### config.mk
export PLATFORM = sky130hd
export DESIGN_NAME = dmem_arbiter
export DESIGN_NICKNAME = d
export VERILOG_FILES = /design/src/rtl/dmem_arbiter.sv
export SDC_FILE = /design/constraint.sdc
export NUM_CORES = 1
export LEC_CHECK = 0
export CORE_AREA = 2 2 117 119
export DETAILED_ROUTE_END_ITERATION = 6
export DIE_AREA = 0 0 119 121
export DONT_BUFFER_PORTS = 1
export PLACE_DENSITY = 0.3
export SLEW_MARGIN = 20
export SYNTH_ARGS = -nofsm -noshare
export SYNTH_HDL_FRONTEND = slang
export SYNTH_SLANG_ARGS = --single-unit
### constraint.sdc
create_clock -name clk -period 1.9 [get_ports clk]
set_clock_uncertainty 0.05 [all_clocks]
set_input_delay 0.38 -clock clk [delete_from_list [all_inputs] [get_ports clk]]
set_output_delay 0.38 -clock clk [all_outputs]
set_load 0.02 [all_outputs]
### src/rtl/dmem_arbiter.sv
// dmem_arbiter: arbitrates core and debug accesses onto one synchronous-read DMEM port.
// Define DMEM_ARB_STARVE_EN to let debug win after MAX_STARVE contested core wins.
module dmem_arbiter #(
    parameter int AW = 32,
    parameter int DW = 32,
    parameter int MAX_STARVE = 4
) (
    input  logic          clk,
    input  logic          rst_n,
    input  logic          core_req,
    input  logic          core_we,
    input  logic [AW-1:0] core_addr,
    input  logic [DW-1:0] core_wdata,
    output logic          core_stall,
    output logic          core_rvalid,
    output logic [DW-1:0] core_rdata,
    input  logic          dbg_req,
    input  logic          dbg_we,
    input  logic          dbg_lock,
    input  logic [AW-1:0] dbg_addr,
    input  logic [DW-1:0] dbg_wdata,
    output logic          dbg_gnt,
    output logic          dbg_rvalid,
    output logic [DW-1:0] dbg_rdata,
    output logic          mem_en,
    output logic          mem_we,
    output logic [AW-1:0] mem_addr,
    output logic [DW-1:0] mem_wdata,
    input  logic [DW-1:0] mem_rdata
);
    typedef enum logic {S_CORE, S_DBG} state_t;
    state_t state, state_nxt;
    logic core_acc, dbg_acc, force_dbg, core_rd, dbg_rd;
`ifdef DMEM_ARB_STARVE_EN
    localparam int SW = MAX_STARVE > 0 ? $clog2(MAX_STARVE + 1) : 1;
    logic [SW-1:0] starve_cnt;
    assign force_dbg = starve_cnt == SW'(MAX_STARVE);
    always_ff @(posedge clk) begin
        if (!rst_n || dbg_acc || !dbg_req)
            starve_cnt <= '0;
        else if (core_acc && !force_dbg)
            starve_cnt <= starve_cnt + 1'b1;
    end
`else
    assign force_dbg = 1'b0;
`endif
    // A locked burst keeps the port; otherwise core has priority unless debug is starved.
    always_comb begin
        core_acc = 1'b0;
        dbg_acc = 1'b0;
        if (rst_n && state == S_DBG && dbg_req && dbg_lock)
            dbg_acc = 1'b1;
        else if (rst_n) begin
            dbg_acc = dbg_req && (!core_req || force_dbg);
            core_acc = core_req && !dbg_acc;
        end
        state_nxt = (dbg_acc && dbg_lock) ? S_DBG : S_CORE;
    end
    always_ff @(posedge clk) begin
        if (!rst_n) begin
            state <= S_CORE;
            core_rd <= 1'b0;
            dbg_rd <= 1'b0;
        end else begin
            state <= state_nxt;
            core_rd <= core_acc && !core_we;
            dbg_rd <= dbg_acc && !dbg_we;
        end
    end
    assign mem_en = core_acc || dbg_acc;
    assign mem_we = (core_acc && core_we) || (dbg_acc && dbg_we);
    assign mem_addr = dbg_acc ? dbg_addr : core_addr;
    assign mem_wdata = dbg_acc ? dbg_wdata : core_wdata;
    assign core_stall = core_req && !core_acc;
    assign dbg_gnt = dbg_acc;
    // Masking with rst_n drops a read that was accepted just before reset asserted.
    assign core_rvalid = core_rd && rst_n;
    assign dbg_rvalid = dbg_rd && rst_n;
    assign core_rdata = mem_rdata;
    assign dbg_rdata = mem_rdata;
endmodule
==> impl_results.md, run 1 <==
- Outcome: finished, final reports clean
- CTS Sinks: 3
- Vias in the first global route: around 920
- Die width: approximately 120 um
- Initial DRC Count: 13
- Hold Path Class: in -> reg
- Yosys warning count: 0
- Largest net degree at the start of global routing: 24
- PwrDens: 499 nW/um^2
- Count of buffer and inverter cells on the critical path: 2
- WP data arrival: 1.43 ns
- Internal cell power: ~0.00054 W
- Post-synthesis register bit count: 3
- Cells after synthesis: 152
- H-tree depth: 1
- Setup violations, final: 0
- Clock Tree Buf Depth: 2
- Top cell type's share of synthesized area: 38.3%
- First-pass GRT wire length: approximately 5500 um
- CTS tree: built
- Initial Utilization: 12.0%
- Comb pwr share: 51.3%
- Sequential share of power: ~8.0%
- Crit-path max cell delay: 0.35 ns
- Slew headroom: 85.5%
- Diode count: 0
- R2R cell count: 5
- Wirelength per Cell: 17.9 um
- Count of pins over their slew limit: 0
- Synth Net Count: between 300 and 400
- Crit-path max FO: 11
- GR Overflow Total: 0
- CP startpoint kind: register
- Die area: approximately 14000 um^2
- Top achievable clock speed: 538 MHz
- Top-Level Pins: 301
- Initial antenna violation count: 0
- # DRC: 0
- Reg2Reg Capture Point: state$_SDFF_PN0_
- Mean Syn Cell Area: roughly 10 um^2
- Layout Nets: 267
- Area grow syn2layout: 5.98%
- Die H: about 120 um
- GP Congestion: 0.690
- NetSw: 0.000288 W
- Worst-Margin Slew: approximately 0.22 ns
- Final instance area: 1660 um^2
- Final worst-path cycle share: 97.9%
- Hold path cells: 1
- Crit path kind: reg -> out
- Setup crit end kind: primary output
- Clk Latency, worst-skew pair: 0.23 ns
- Final Critical Period: 1.86 ns
- # rows: 42
- HP Start: dbg_we
- Clock power share: roughly two fifths
- CP required: around 1.5 ns
- Final Util: 12.7%
- Share of layout cells above drive strength 1: 84.8%
- First-pass DRT Iterations: 3
- Register area share after synthesis: under 10%
- R2r startpoint: state$_SDFF_PN0_
- Core Area: 13100 um^2
- Clock root buffer: clkbuf_16
- Cell area after synthesis: 1570 um^2
- Synth unique cells: 17
- GRT Overall Usage: 5.18%
- Net Sw Frac: 34.6%
- Top cells by area, synth: mux2_4 38%, buf_4 31%, mux2_2 17%
- Fin. Hold Viols: 0
- Crit-path cells: a21boi_4, nor2_4, buf_6, clkbuf_16, mux2_4
- Detail Route Antenna Nets: 0
- Vias: 920
- Unrepaired setup endpoints after global routing: true
- Critical path's slowest cell: mux2_4
- Max cap viols: 0
- Power Total: a little over 0.0008 W
- Reg2Reg Setup Slack: 0.73 ns
- Buffers on Ports: 0
- CTS Buf Count: 3
- Worst vdd ir: about 0.3 mV
- Placed Area: 1290 um^2
- Total wire length: 4910 um
- CP top delay family: multiplexers
- Yosys top cell by area: mux2_4
- Drt via density: 3.35
- Hold endpoint: dbg_rd$_SDFF_PN0_
- Worst-path clk slew: 0.03 ns
- Crit path launch: state$_SDFF_PN0_
- Leakage: 0.671 nW
state kept, by name (all words and copies together) (netlist names):
signal,cells
dbg_rd,1
state,1
core_rd,1
power groups by stage:
stage          sequential (W)  combinational [W]  clock [W]
6_report            0.0000665           0.000426   0.000338
5_1_grt             0.0000667           0.000443   0.000353
4_1_cts             0.0000663           0.000407   0.000345
3_5_place_dp        0.0000669           0.000359          0
3_3_place_gp        0.0000670           0.000360          0
2_1_floorplan       0.0000668           0.000528          0
cell families after synthesis:
logic type | after synthesis | synth area share, %
flops | 3 | 3.83
compound gates | 4 | 1.99
simple gates | 10 | 3.83
buf+inv | 71 | 34.8
mux | 64 | 55.5
cells in the final DEF, fill, tap and decap left out:
| cell type | synthesis | layout |
|---|---|---|
| nor2_4 | 0 | 1 |
| buf_4 | 64 | 5 |
| mux2_4 | 40 | 64 |
| buf_16 | 0 | 3 |
| clkbuf_1 | 0 | 1 |
| clkbuf_16 | 0 | 6 |
| nand4_1 | 1 | 1 |
| a21boi_0 | 1 | 1 |
| buf_12 | 0 | 1 |
| o21ai_0 | 1 | 1 |
| a21boi_4 | 0 | 1 |
| nand2_1 | 1 | 1 |
| nand3_1 | 2 | 2 |
| and4b_1 | 1 | 1 |
| buf_6 | 5 | 2 |
| and2_1 | 3 | 3 |
| nor3_1 | 1 | 1 |
| o21a_1 | 1 | 1 |
| dfxtp_2 | 0 | 1 |
| dfxtp_1 | 3 | 2 |
cells in the mapped netlist (all sizes together):
| cell type | number |
|---|---|
| buf | 71 |
| mux2 | 64 |
| and2 | 3 |
| dfxtp | 3 |
| a21boi | 2 |
| nand3 | 2 |
| and4b | 1 |
| nand2 | 1 |
| nand4 | 1 |
| nor2 | 1 |
| nor3 | 1 |
| o21a | 1 |
| o21ai | 1 |
cell type report:
cell class | count | area, um^2
fillers | 1456 | 11400
multi-input cells | 78 | 1060
repair buffers | 14 | 238
well taps | 176 | 220
clock buffers | 4 | 78.8
flip-flops and latches | 3 | 61.3
repair_timing:
action                     CTS  global route
hold endpoints to repair     0             0
hold buffers                 0             0
pin swaps                    2             1
resized for setup           28             6
setup buffers                4             1
gates cloned                 2             3
setup endpoints to repair   64            64
routing by layer:
metal,vias up,GRT usage [%],part of all wire [%]
li1,356,-,-
met1,387,4.69,31
met2,175,9.38,52
met3,2,3.95,17
met4,0,0.744,0.18
met5,-,0,0
through the flow:
step           worst slack (ns)  TNS [ns]  hold slack (ns)  cells
2_1_floorplan             0.110         0            0.409    152
3_3_place_gp           -0.00509  -0.00509            0.422    261
3_5_place_dp            -0.0125   -0.0125            0.414    261
4_1_cts                -0.00928   -0.0306            0.176    271
5_1_grt                 -0.0196    -0.537            0.183    275
6_report                 0.0399         0            0.181    275
worst max-delay path by stage:
stage / endpoint / slack, ns / cells after the start
floorplan: mem_wdata[23] / 0.11 / 4
global placement: mem_addr[2] / -0.005 / 4
detailed placement: mem_addr[2] / -0.01 / 4
CTS: mem_addr[3] / -0.009 / 5
global route: mem_addr[2] / -0.02 / 5
finish: mem_addr[14] / 0.04 / 5
No activity file was read; power rests on OpenSTA's default activity.
==> run 2, diff against run 1 <==
--- a/config.mk
+++ b/config.mk
@@ -6,10 +6,12 @@
 export NUM_CORES = 1
 export LEC_CHECK = 0
 export CORE_AREA = 2 2 117 119
+export CTS_BUF_LIST = sky130_fd_sc_hd__clkbuf_8
 export DETAILED_ROUTE_END_ITERATION = 6
 export DIE_AREA = 0 0 119 121
 export DONT_BUFFER_PORTS = 1
 export PLACE_DENSITY = 0.3
+export REMOVE_ABC_BUFFERS = 1
 export SLEW_MARGIN = 20
 export SYNTH_ARGS = -nofsm -noshare
 export SYNTH_HDL_FRONTEND = slang
==> run 2 against run 1 <==
  * Final cell count is 1.8% lower
  * Register-to-register slack worse by 0.17 ns
  * Non-clock buffer count is 5 lower
  * Critical endpoint is now mem_addr[19]
==> impl_results.md, run 2 (synthesized netlist as in run 1, its figures left out) <==
- NetSw: 0.000256 W (-11%)
- Sequential share of power: 10.5% (+2.5 points)
- Setup crit end kind: primary output
- Vias: 980 (+6.5%)
- Hold Path Class: in -> reg
- Clk Latency, worst-skew pair: 0.21 ns (-0.02 ns)
- Net Sw Frac: 40.6% (+5.9 points)
- Largest net degree at the start of global routing: 35 (+46%)
- Die width: 119 um (unchanged)
- Total wire length: 6920 um (+41%)
- GP Congestion: 0.740 (+7.3%)
- Die H: 121 um (unchanged)
- WP data arrival: 1.45 ns (+0.02 ns)
- Final Critical Period: 1.88 ns (+0.0214 ns)
- Regs by FF count: core_rd (1), dbg_rd (1), state (1)
- # rows: 42 (unchanged)
- Leakage: 0.568 nW (-15%)
- PwrDens: 425 nW/um^2 (-15%)
- Count of pins over their slew limit: 0 (unchanged)
- Initial Utilization: 12.0% (unchanged)
- First-pass DRT Iterations: 5 (+2)
- Detail Route Antenna Nets: 0 (unchanged)
- Final instance area: 1480 um^2 (-11%)
- Area grow syn2layout: -5.50%
- Clock Tree Buf Depth: 2 (unchanged)
- Share of layout cells above drive strength 1: 84.0% (-0.81 points)
- CTS Buf Count: 3 (unchanged)
- Internal cell power: 0.000375 W (-31%)
- Clock root buffer: clkbuf_8
- Initial antenna violation count: 0 (unchanged)
- Comb pwr share: 61.4% (+10 points)
- Outcome: finished, final reports clean
- Final Util: 11.3% (-1.4 points)
- Worst vdd ir: 0.102 mV (-67%)
- Top achievable clock speed: 531 MHz (-1.1%)
- Fin. Hold Viols: 0 (unchanged)
- CP startpoint kind: register
- Top-Level Pins: 301 (unchanged)
- Vias in the first global route: 904 (-2.2%)
- Placed Area: 1310 um^2 (+1.6%)
- # DRC: 0 (unchanged)
- Crit path kind: reg -> out
- Most common cell after layout, fill and taps aside: mux2_4
- Diode count: 0 (unchanged)
- Unrepaired setup endpoints after global routing: true
- Worst-Margin Slew: 0.255 ns (+0.0351 ns)
- Layout Nets: 262 (-1.9%)
- Setup violations, final: 0 (unchanged)
- First-pass GRT wire length: 7450 um (+36%)
- Post-DP HPWL: 5720 um
- Layout fillers: 1486 (+2.1%)
- Max cap viols: 0 (unchanged)
- Clock power share: 28.0% (-13 points)
- Die area: 14400 um^2 (unchanged)
- CTS tree: built
- Wirelength per Cell: 25.6 um (+43%)
- WHS: 0.194 ns (+0.0134 ns)
- Power Total: 0.000631 W (-24%)
- Crit-path max FO: 16 (+5)
- CP required: 1.47 ns (about the same)
- Final worst-path cycle share: 99.0% (+1.1 points)
- H-tree depth: 1 (unchanged)
- Commonest non-fill, non-tap cells in the layout: 51 x mux2_4, 13 x mux2_2, 4 x buf_4
- Initial DRC Count: 31 (+18)
- GR Overflow Total: 0 (unchanged)
- Slew headroom: 83.1% (-2.3 points)
- Drt via density: 3.63 (+8.5%)
- Core Area: 13100 um^2 (unchanged)
- Buffers on Ports: 0 (unchanged)
- GRT Overall Usage: 7.62% (+2.4 points)
- CTS Sinks: 3 (unchanged)
- Worst-path clk slew: 0.03 ns (about the same)
[run 2: cell types whose count changed in the layout (fill, tap and decap cells not counted), sizes merged]
cell	previous run	this run
buf	11	7
clkbuf	7	5
inv	0	1
[run 2: cell type report]
type	instances	area (um^2)	area share, %
clock buffer	3	41.3	2.78
clock inverter	1	3.75	0.253
multi-input combinational	78	1020	68.5
sequential	3	61.3	4.14
tap	176	220	14.9
timing repair buffer	9	140	9.45
[run 2: power groups by stage]
stage,Combinational [W],Sequential [W],Clock [W]
finish,0.000387,0.0000664,0.000177
global route,0.000404,0.0000665,0.000194
CTS,0.000366,0.0000662,0.000184
detailed placement,0.000359,0.0000670,0
global placement,0.000361,0.0000670,0
floorplan,0.000328,0.0000668,0
[run 2: metrics by stage]
stage / setup slack (ns) / cells / setup TNS, ns
2_1_floorplan: -2.07 / 81 / -132.84
4_1_cts: -0.0296 / 266 / -0.468
3_3_place_gp: 0.0593 / 262 / 0
5_1_grt: -0.0297 / 270 / -0.974
6_report: 0.0184 / 270 / 0
3_5_place_dp: 0.0441 / 262 / 0
[run 2: critical path, stage by stage, from the launching register on]
cell	delay, ns
dfxtp_2	0.32
a21boi_4	0.17
nor2_4	0.05
buf_12	0.14
clkbuf_16	0.20
mux2_4	0.35
[run 2: layer usage]
| layer | up-vias | global-route usage (%) | routed length (um) |
|---|---|---|---|
| met5 | - | 4.41 | 83 |
| li1 | 345 | - | - |
| met1 | 425 | 8.73 | 2610 |
| met2 | 204 | 8.51 | 2530 |
| met3 | 4 | 9.07 | 1680 |
| met4 | 2 | 1.26 | 17 |
[run 2: timing repair]
action	CTS	global route
buffers inserted	0	2
hold buffers	0	0
cloned	0	2
pin swaps	0	1
endpoints found under the setup margin	25	48
resized for setup	6	7
[run 2: worst paths after layout]
path                            cells past startpoint                 to        startpoint  slack, ns
worst max-delay path                                5       mem_addr[19]  state$_SDFF_PN0_       0.02
worst min-delay path                                1  dbg_rd$_SDFF_PN0_            dbg_we       0.19
worst max register to register                      6   state$_SDFF_PN0_  state$_SDFF_PN0_       0.56
worst min register to register                      2  dbg_rd$_SDFF_PN0_  state$_SDFF_PN0_       0.56
==> run 3, diff against run 2 <==
--- a/config.mk
+++ b/config.mk
@@ -12,6 +12,7 @@
 export DONT_BUFFER_PORTS = 1
 export PLACE_DENSITY = 0.3
 export REMOVE_ABC_BUFFERS = 1
+export SKIP_LAST_GASP = 1
 export SLEW_MARGIN = 20
 export SYNTH_ARGS = -nofsm -noshare
 export SYNTH_HDL_FRONTEND = slang
==> run 3 against run 2 <==
  * Final cell count increased by 1.5%
  * Non-clock buffer count increased by 3
  * Critical path depth unchanged
  * Count of clock-buffer cells in the layout unchanged
  * First-iteration DRC count increased by 6.5%
  * Combinational power increased by 5%
  * Highest routed layer unchanged
==> impl_results.md, run 3 (synthesized netlist as in run 1, its figures left out) <==
- Outcome: finished, final reports clean
- GP Congestion: 0.740 (unchanged)
- Leakage: 0.621 nW (+9.3%)
- Post-Layout Cell Count: 274 (+1.5%)
- Area grow syn2layout: -0.718%
- CTS tree: built
- Detail Route Antenna Nets: 0 (unchanged)
- Crit-path cells: a21boi_4, nor2_4, buf_8, clkbuf_16, mux2_4
- Die H: 121 um (unchanged)
- Vias: 1011 (+3.2%)
- H-tree depth: 1 (unchanged)
- Critical path's slowest cell: mux2_4
- WHS: 0.194 ns (+0.000179 ns)
- Final Critical Period: 1.88 ns (-0.00252 ns)
- Initial Utilization: 12.0% (unchanged)
- Setup crit end kind: primary output
- Initial DRC Count: 33 (+6.5%)
- PwrDens: 417 nW/um^2 (-2.0%)
- # rows: 42 (unchanged)
- Worst vdd ir: 0.102 mV (-0.21%)
- Placed instance count: 262 (unchanged)
- Reg2Reg Setup Slack: 0.59 ns (+0.03 ns)
- Top achievable clock speed: 532 MHz (+0.13%)
- CP top delay family: multiplexers
- Regs by FF count: core_rd (1), dbg_rd (1), state (1)
- Die width: 119 um (unchanged)
- Final worst-path cycle share: 98.9% (-0.13 points)
- CP startpoint kind: register
- Clock Tree Buf Depth: 2 (unchanged)
- Post-DP HPWL: 5720 um (unchanged)
- Wirelength per Cell: 26.3 um (+2.6%)
- CP endpoint: mem_addr[16]
- Clk Latency, worst-skew pair: 0.21 ns (about the same)
- Clock root buffer: clkbuf_8
- Hold Path Class: in -> reg
- Count of pins over their slew limit: 0 (unchanged)
- First-pass DRT Iterations: 4 (-1)
- Crit-path max cell delay: 0.35 ns (about the same)
- Initial antenna violation count: 1 (+1)
- Area used by multi-input combinational logic: 1050 um^2 (+3.3%)
- Crit-path max FO: 16 (unchanged)
- # DRC: 0 (unchanged)
- Worst path depth: 5 (unchanged)
- WP data arrival: 1.45 ns (about the same)
- Commonest non-fill, non-tap cells in the layout: 60 x mux2_4, 5 x buf_4, 4 x mux2_2
- Setup violations, final: 0 (unchanged)
- Crit path kind: reg -> out
- Total wire length: 7200 um (+4.1%)
- CP required: 1.47 ns (about the same)
- GRT Overall Usage: 7.59% (-0.040 points)
- Share of layout cells above drive strength 1: 84.5% (+0.49 points)
- Worst-path clk slew: 0.03 ns (about the same)
- Most common cell after layout, fill and taps aside: mux2_4
- Register Area: 61.3 um^2 (unchanged)
- Fin. Hold Viols: 0 (unchanged)
- Buffers on Ports: 0 (unchanged)
- GR Overflow Total: 0 (unchanged)
- Layout Nets: 265 (+1.1%)
- Slew headroom: 83.8% (+0.63 points)
- Layout fillers: 1472 (-0.94%)
- Drt via density: 3.69 (+1.7%)
- First-pass GRT wire length: 7390 um (-0.75%)
- R2r startpoint: state$_SDFF_PN0_
- Unrepaired setup endpoints after global routing: true
- Worst-Margin Slew: 0.245 ns (-0.00954 ns)
- CTS Buf Count: 3 (unchanged)
- Vias in the first global route: 892 (-1.3%)
- Reg2Reg Capture Point: state$_SDFF_PN0_
- Top-Level Pins: 301 (unchanged)
- CTS Sinks: 3 (unchanged)
- Die area: 14400 um^2 (unchanged)
- Number of hold buffers added after CTS: 0 (unchanged)
- R2R cell count: 6 (unchanged)
- Max cap viols: 0 (unchanged)
- Setup TNS: 0 ns (unchanged)
- Count of buffer and inverter cells on the critical path: 2 (unchanged)
- Core Area: 13100 um^2 (unchanged)
- Crit path launch: state$_SDFF_PN0_
- Largest net degree at the start of global routing: 35 (unchanged)
==> run 3: final cells by class <==
| cell class | instances | area share (%) |
|---|---|---|
| tap | 176 | 14.1 |
| clock inverter | 1 | 0.241 |
| multi-input combinational | 78 | 67.4 |
| timing repair buffer | 12 | 11.5 |
| clock buffer | 3 | 2.65 |
| antenna | 1 | 0.161 |
| sequential | 3 | 3.94 |
==> run 3: per-stage QoR <==
stage	util, %	setup slack (ns)	instance area [um^2]	total power, W
3_5_place_dp	10.0	0.0441	1310	0.000426
5_1_grt	11.9	-0.0305	1560	0.000685
2_1_floorplan	-	-2.07	1020	0.000395
4_1_cts	10.4	-0.0538	1360	0.000610
3_3_place_gp	10.0	0.0593	1310	0.000428
6_report	11.9	0.0209	1560	0.000649
==> run 3: routing by layer <==
metal  vias up  GRT usage, %  part of all wire (%)
li1        352             -                     -
met1       449          8.64                    38
met2       204          8.51                    38
met3         4          9.02                    23
met4         2          1.26                  0.24
met5         -          4.41                   1.1
==> run 3: worst min-delay path by stage <==
stage            from                end  cells past startpoint
4_1_cts        dbg_we  dbg_rd$_SDFF_PN0_                      1
2_1_floorplan  dbg_we  dbg_rd$_SDFF_PN0_                      1
6_report       dbg_we  dbg_rd$_SDFF_PN0_                      1
5_1_grt        dbg_we  dbg_rd$_SDFF_PN0_                      1
3_5_place_dp   dbg_we  dbg_rd$_SDFF_PN0_                      1
3_3_place_gp   dbg_we  dbg_rd$_SDFF_PN0_                      1
==> run 3: where the power goes <==
group | switching [W] | internal, W
logic | 0.000221 | 0.000185
registers | 0.000000785 | 0.0000657
clock network | 0.0000393 | 0.000137
total | 0.000261 | 0.000388
==> run 3: timing repair <==
action                                  in CTS  in global routing
setup buffers                                0                  3
gates cloned                                 0                  4
gates resized for setup                      0                 24
pin swaps                                    0                  1
endpoints found under the setup margin      25                 64
